**config.mk**
```make
export PLATFORM = sky130hd
export DESIGN_NAME = ram_param
export DESIGN_NICKNAME = d
export VERILOG_FILES = /design/src/rtl/ram_pkg.sv /design/src/rtl/ram_clear_seq.sv /design/src/rtl/ram_param.sv
export SDC_FILE = /design/constraint.sdc
export NUM_CORES = 1
export LEC_CHECK = 0
export ABC_AREA = 1
export BUFFER_PORTS_ARGS = -buffer_cell sky130_fd_sc_hd__buf_2
export CORE_MARGIN = 1
export CORE_UTILIZATION = 30
export CTS_CLUSTER_DIAMETER = 60
export CTS_CLUSTER_SIZE = 14
export DETAILED_ROUTE_END_ITERATION = 10
export SKIP_LAST_GASP = 1
export SYNTH_ARGS = -nofsm -noshare
export SYNTH_HDL_FRONTEND = slang
export SYNTH_HIERARCHICAL = 1
export SYNTH_SLANG_ARGS = --single-unit
```
**constraint.sdc**
```tcl
create_clock -name clk -period 3.36 [get_ports clk]
set_clock_uncertainty 0.1 [all_clocks]
set_input_delay 0 -clock clk [delete_from_list [all_inputs] [get_ports clk]]
set_output_delay 0 -clock clk [all_outputs]
set_load 0.005 [all_outputs]
```
**src/rtl/ram_pkg.sv**
```systemverilog
// ram_pkg: shared definitions for the parametrised RAM.
//   state_t           clear-engine state (IDLE, CLEAR)
//   RD_FIRST/WR_FIRST read-during-write mode values for WRITE_THROUGH
package ram_pkg;

    typedef enum logic [0:0] {
        IDLE  = 1'b0,
        CLEAR = 1'b1
    } state_t;

    localparam int RD_FIRST = 0;
    localparam int WR_FIRST = 1;

endpackage

```
**src/rtl/ram_clear_seq.sv**
```systemverilog
// ram_clear_seq: clear engine for ram_param. Sweeps clr_addr from 0 to
// DEPTH-1, one word per cycle, after reset or an accepted clear_req.
//   state | meaning
//   IDLE  | memory usable, waiting for clear_req
//   CLEAR | sweeping, one word zeroed per edge
// Ports:
//   clk, reset  clock and synchronous active-high reset
//   clear_req   request a sweep (ignored while already sweeping)
//   busy        sweep in progress
//   clr_we      write a zero word at clr_addr this edge
//   clr_addr    word currently being cleared
module ram_clear_seq
    import ram_pkg::*;
#(
    parameter int ADDR_WIDTH = 4
) (
    input  logic                  clk,
    input  logic                  reset,
    input  logic                  clear_req,
    output logic                  busy,
    output logic                  clr_we,
    output logic [ADDR_WIDTH-1:0] clr_addr
);

    state_t                state_q, state_d;
    logic [ADDR_WIDTH-1:0] clr_addr_q, clr_addr_d;

    always_ff @(posedge clk) begin
        if (reset) begin
            state_q    <= CLEAR;
            clr_addr_q <= '0;
        end else begin
            state_q    <= state_d;
            clr_addr_q <= clr_addr_d;
        end
    end

    always_comb begin
        state_d    = state_q;
        clr_addr_d = clr_addr_q;
        case (state_q)
            IDLE: begin
                if (clear_req) begin
                    state_d    = CLEAR;
                    clr_addr_d = '0;
                end
            end
            CLEAR: begin
                // Pointer wraps to 0 on the last word; unused in IDLE.
                clr_addr_d = clr_addr_q + ADDR_WIDTH'(1);
                if (clr_addr_q == {ADDR_WIDTH{1'b1}}) begin
                    state_d = IDLE;
                end
            end
            default: state_d = IDLE;
        endcase
    end

    assign busy     = (state_q == CLEAR);
    assign clr_we   = (state_q == CLEAR);
    assign clr_addr = clr_addr_q;

endmodule

```
**src/rtl/ram_param.sv**
```systemverilog
// ram_param: parametrised single-port synchronous RAM with a sequential
// clear engine and selectable read-during-write behaviour.
// Ports:
//   clk, reset    clock and synchronous active-high reset (starts a sweep)
//   address       word address
//   data_in       write data
//   write_enable  write data_in to mem[address]
//   read_enable   read mem[address] into data_out
//   clear_req     zero the whole array (wins over a same-edge access)
//   data_out      registered read data
//   read_valid    high the cycle after an accepted read
//   busy          sweep in progress, accesses ignored
module ram_param
    import ram_pkg::*;
#(
    parameter int DATA_WIDTH    = 8,
    parameter int ADDR_WIDTH    = 4,
    parameter int WRITE_THROUGH = 0
) (
    input  logic                  clk,
    input  logic                  reset,
    input  logic [ADDR_WIDTH-1:0] address,
    input  logic [DATA_WIDTH-1:0] data_in,
    input  logic                  write_enable,
    input  logic                  read_enable,
    input  logic                  clear_req,
    output logic [DATA_WIDTH-1:0] data_out,
    output logic                  read_valid,
    output logic                  busy
);

    localparam int DEPTH = 2 ** ADDR_WIDTH;

    logic [DATA_WIDTH-1:0] mem_q [DEPTH];
    logic [DATA_WIDTH-1:0] data_out_q, data_out_d;
    logic                  read_valid_q;

    logic                  clr_we;
    logic [ADDR_WIDTH-1:0] clr_addr;
    logic                  user_wr, user_rd;
    logic                  wr_en;
    logic [ADDR_WIDTH-1:0] wr_addr;
    logic [DATA_WIDTH-1:0] wr_data;

    ram_clear_seq #(.ADDR_WIDTH(ADDR_WIDTH)) u_clear_seq (
        .clk       (clk),
        .reset     (reset),
        .clear_req (clear_req),
        .busy      (busy),
        .clr_we    (clr_we),
        .clr_addr  (clr_addr)
    );

    // A user access needs an idle engine and no competing clear request.
    assign user_wr = !busy && !clear_req && write_enable;
    assign user_rd = !busy && !clear_req && read_enable;

    // Single write port shared between the sweep and the user.
    always_comb begin
        wr_en   = 1'b0;
        wr_addr = address;
        wr_data = data_in;
        if (!reset) begin
            if (clr_we) begin
                wr_en   = 1'b1;
                wr_addr = clr_addr;
                wr_data = '0;
            end else if (user_wr) begin
                wr_en = 1'b1;
            end
        end
    end

    always_ff @(posedge clk) begin
        if (wr_en) begin
            mem_q[wr_addr] <= wr_data;
        end
    end

    always_comb begin
        data_out_d = data_out_q;
        if (user_rd) begin
            if (WRITE_THROUGH == WR_FIRST && write_enable) begin
                data_out_d = data_in;
            end else begin
                data_out_d = mem_q[address];
            end
        end
    end

    always_ff @(posedge clk) begin
        if (reset) begin
            data_out_q   <= '0;
            read_valid_q <= 1'b0;
        end else begin
            data_out_q   <= data_out_d;
            read_valid_q <= user_rd;
        end
    end

    assign data_out   = data_out_q;
    assign read_valid = read_valid_q;

endmodule

```
======== After elaboration in Yosys (flattened, before gate mapping) ========
Memory sizes are Yosys's and may differ from the RTL's. A register that Yosys moved wholly into a read port is not among the register bits.
Index checks and enable logic that the tools add are counted.
word-level totals
  register bits after elaboration ......... 6
  RAM bits ................................ 128
  input bits .............................. 17
  output and inout bits ................... 10
  logic and storage cells ................. 27
  memories ................................ 1
memory list
  memory  depth  bits a word  read ports  clocked after Yosys merged registers in  write ports  RTL line         RTL
  mem_q   16     8            1           1                                        1            ram_param.sv:34  logic [DATA_WIDTH-1:0] mem_q [DEPTH];
cells by class
  add/subtract/negate cells ............... 1
  equal/unequal tests ..................... 2
  multiplexer cells ....................... 14
  bitwise operators ....................... 1
  reductions and logical operators ........ 5
operators by type and width
  operator                                      count
  two-way mux 8 bit                             2
  two-way mux 4 bit                             3
  case mux 4 bit (2 select lines)               1
  two-way mux 1 bit                             7
  adder 4 x 1 -> 4 bit (second input constant)  1
  == test 4 bit (second input constant)         1
  logical AND 1 bit                             3
  logical NOT 1 bit                             2
  != test 2 bit (second input constant)         1
  case mux 1 bit (2 select lines)               1
  NOT 1 bit                                     1

======== Logic depth before layout (Yosys ltp) ========
  depth after elaboration ................. 8
  depth in mapped cells ................... 11
  mapped depth without buffers ............ 9

======== By module ========
The synthesis kept the hierarchy.
by module, submodules not included
  module         instances  cells an instance  area each (um^2)  seq. area each (um^2)
  ram_param      1          606                6068.3            4023.9
  ram_clear_seq  1          32                 232.7             100.1

======== Worst setup path before layout ========
OpenSTA, ideal clock, no wires.
  path kind ............................... reg-to-reg
  start ................................... register u_clear_seq.state_q, in the netlist u_clear_seq/busy
  end ..................................... memory mem_q[3][0] (enable)
  setup time .............................. 0.370 ns
  data arrival time ....................... 1.650 ns
  required time ........................... 2.890 ns
  setup slack ............................. 1.240 ns
  cell stages (with the launch flop) ...... 8
  buffers on the path ..................... 1
  clock period less this slack ............ 2.120 ns
  cells stage by stage .................... dfxtp_1 > buf_4 > inv_2 > nor2_4 > inv_2 > o21ai_2 > nand3_2 > nor2_1
on the way
  cells in the longest elaborated chain, start to end .. 8
  elaborated cells on any way between the ends .. 10
  classes of those cells .................. mux: 7; reduce/logical: 3
RTL lines
  element                                  RTL line             RTL
  from (decl)                              ram_clear_seq.sv:25  state_t state_q, state_d;
  from (signal assigned)                   ram_clear_seq.sv:33  state_q <= state_d;
  logical NOT 1 bit                        ram_param.sv:55      assign user_wr = !busy && !clear_req && write_enable;
  logical AND 1 bit (2 in a row)           ram_param.sv:55
  two-way mux 1 bit                        ram_param.sv:68      end else if (user_wr) begin
  two-way mux 1 bit                        ram_param.sv:64      if (clr_we) begin
  two-way mux 1 bit                        ram_param.sv:63      if (!reset) begin
  two-way mux 1 bit                        ram_param.sv:75      if (wr_en) begin
  two-way mux 1 bit (implied by the code)  ram_param.sv:76      mem_q[wr_addr] <= wr_data;
  to (decl)                                ram_param.sv:34
Parallel ways exist; a longest one is shown, timed or not.

======== Final worst setup path ========
  start ................................... register u_clear_seq.state_q, in the netlist u_clear_seq/busy
  end ..................................... memory mem_q[7][3] (enable)
The elaborated chain is that of the path after synthesis.

==> impl_results.md <==
* Status: complete, no violations
* Main combinational cell family by area after synthesis: simple AND/OR/NAND/NOR gates
* Vias per inst at 4.41
* Sequential-to-total area share from yosys stat at 0.654
* I/O pins at 27
* Clk buf depth at 2
* Final TNS setup at 0 ns
* CP top delay family: simple AND/OR/NAND/NOR gates
* Worst-case reg-to-reg path depth at 8
* Leakage at 3.09 nW
* Core box area at 20,400 um2
* Post-DP Area at 6620 um2
* Multiplexer share of the synthesized area at 0
* Max Slew Vio Count at 0
* Post-CTS Setup Inserts at 0
* CP cell instances: inv_2 > nor2_4 > inv_2 > nand2_1 > o21ai_2 > inv_1 > nand2_1 > nor2_1
* Final Instance Area at 7240 um2
* Peak supply drop at 0.327 mV
* Register Area at 4120 um2
* Final worst slack at 0.876 ns
* Root Buffer: clkbuf_16
* CP max stage delay at 0.61 ns
* Fin nets at 685
* Share of layout cells above drive strength 1 at 0.127
* Gr ovfl total at 0
* DP HPWL at 8640 um
* Post-synthesis compound-gate area fraction at 0.0125
* YS warnings at 6
* WL final at 13,700 um
* Synthesized Nets at 656
* Post-Syn Area at 6300 um2
* Post-synth cell types at 24
* Max Cap Violations at 0
* Ant diodes at 0
* Worst-Skew Late Latency at 0.42 ns
* Critical path startpoint category: flop
* WL/cell at 14.5 um
* All-Layer GR Usage at 0.137
* Critical Path RT at 3.30 ns
* H-tree Lvls at 4
* # setup viols final at 0
* Int Power at 3.17 mW
* RR Endpoint: mem_q[7][3]
* Worst path buffer plus inverter count at 3
* Hold endpoint: mem_q[4][5]
* Critical path class: reg -> reg
* Residual DRC at 0
* Pwr dens at 559 nW/um2
* Fin. Hold Viols at 0
* Hold_sp: data_in[5]
* First-pass iteration count of the detailed router at 5
* Worst slew pin tran at 0.987 ns
* Worst Hold Depth at 3
* CTS buffer count at 17
* Pre-CTS setup slack at 0.826 ns
* Initial Util at 0.308
* Initial DRC Count at 383
* Vias in the first global route at 4,116
* Cell at the slowest stage of the critical path: nor2_1
* Hold Crit Class: in -> reg
* Seq cells post-synth at 142
* Reg clk slew, reported paths at 0.06 ns
* Unrepaired setup endpoints after global routing: no
* Crit path time final at 2.48 ns
* First-pass GRT wire length at 21,900 um
* Multi-input gate area at 1610 um2
* Die area at 21,600 um2
* Clk pwr share at 0.453
* CP max FO at 10
* Routability congestion estimate at 0.802
* Fin crit share at 0.739
* Area grow syn2layout at 14.8%
* Maximum clock rate at 403 MHz
* Total Power at 4.05 mW
* XOR/XNOR share of the synthesized area at 0
* Die height at 147 um
* Worst Path Arrival at 2.43 ns
* RR Startpoint: u_clear_seq/busy
* Seq pwr share at 0.486
* Reg2Reg Setup Slack at 0.88 ns
* CTS tree: built
* Adder-cell share of the synthesized area at 0.00199
* Initial antenna violation count at 0
* Fillers at 2,071
* Rows at 52
* Sw Ratio at 0.216
* Die width at 147 um
* Vias post-DR at 4,185
* Sw Pwr at 873 uW
* DRT antenna net count at 0
* Post-Synth Simple-Gate Area at 0.239
* Crit. End Element: flop
* Share of total power in combinational logic at 0.061
* Syn avg cell area at 9.88 um2
* Relative slew slack at 0.341
* CTS Sinks at 142
* Cells after synthesis at 638
* Port Buf Inserts at 26
* Largest net degree at the start of global routing at 65
[routing by layer]
layer,wire length [um],vias to the layer above,track usage,share of wire
li1,-,2106,-,-
met1,6380,1918,0.186,0.46
met2,6200,142,0.208,0.45
met3,913,19,0.0363,0.066
met4,243,0,0.0572,0.018
met5,0,-,0,0
[per-stage QoR]
stage / cells / hold slack, ns / utilization
2_1_floorplan: 638 / -0.0309 / -
3_3_place_gp: 914 / 0.211 / 0.324
3_5_place_dp: 914 / 0.207 / 0.324
4_1_cts: 949 / 0.0159 / 0.354
5_1_grt: 949 / 0.0305 / 0.354
6_report: 949 / 0.0199 / 0.354
[area by class of cell]
class | instances | share of cell area
clock buffers | 18 | 0.0593
clock inverters | 13 | 0.0204
inverters | 95 | 0.0493
multi-input cells | 373 | 0.223
flip-flops and latches | 142 | 0.570
well taps | 270 | 0.0467
repair buffers | 38 | 0.0318
[power by group through the flow]
stage / clock, mW / combinational [mW] / sequential [mW]
floorplan: 0 / 0.174 / 2.00
global placement: 0 / 0.243 / 2.00
detailed placement: 0 / 0.243 / 2.00
CTS: 1.86 / 0.248 / 1.97
global route: 1.94 / 0.276 / 1.97
finish: 1.83 / 0.246 / 1.97
[flip-flops by register name, indices dropped and copies added, names as in the netlist]
register and count:
u_clear_seq/busy 1, read_valid 1, u_clear_seq/clr_addr 4, mem_q 128, data_out 8
[logic make-up after synthesis]
group / count (synthesis)
and+or+nand+nor: 361
adders and majority gates: 1
buffers and inverters: 123
DFF: 142
AOI/OAI and AO/OA: 11
[worst min-delay path, cell delays in order]
cell	delay, ns
buf_2	0.10
inv_1	0.06
nor2_2	0.16
[cell usage in the layout (no fill, tap or decap), types with 8 or more instances in the layout]
master	instances
clkbuf_16	17
buf_2	26
dfxtp_1	14
nor2_1	40
inv_2	9
nand3_1	89
inv_1	84
edfxtp_1	128
buf_4	8
nand2_1	219
[cells in the mapped netlist]
cell | instances | area (um2)
a21oi_1 | 2 | 10.0
a21oi_2 | 1 | 8.76
buf_1 | 1 | 3.75
buf_2 | 10 | 50.1
buf_4 | 2 | 15.0
buf_6 | 13 | 146
clkbuf_1 | 2 | 7.51
clkinv_1 | 2 | 7.51
dfxtp_1 | 14 | 280
edfxtp_1 | 128 | 3840
ha_1 | 1 | 12.5
inv_1 | 84 | 315
inv_2 | 9 | 33.8
nand2_1 | 219 | 822
nand2_2 | 1 | 6.26
nand3_1 | 89 | 445
nand3_2 | 4 | 40.0
nor2_1 | 45 | 169
nor2_2 | 1 | 6.26
nor2_4 | 1 | 11.3
o211a_1 | 1 | 10.0
o21ai_0 | 3 | 15.0
o21ai_2 | 4 | 35.0
or2_1 | 1 | 6.26
[timing repair]
action,CTS,global route
setup endpoints to repair,0,0
resized for setup,0,0
hold buffers,4,0
endpoints found under the hold margin,14,0
[worst max-delay path by stage]
stage / slack [ns] / endpoint / cells past startpoint / startpoint
after CTS: 0.82 / mem_q[7][6] / 8 / u_clear_seq/busy
after floorplan: 1.24 / mem_q[3][0] / 7 / u_clear_seq/busy
after global routing: 0.67 / mem_q[7][3] / 8 / u_clear_seq/busy
final: 0.88 / mem_q[7][3] / 8 / u_clear_seq/busy
after global placement: 0.92 / mem_q[7][1] / 8 / u_clear_seq/busy
after detailed placement: 0.83 / mem_q[7][4] / 8 / u_clear_seq/busy
No activity file was read; power rests on OpenSTA's default activity.
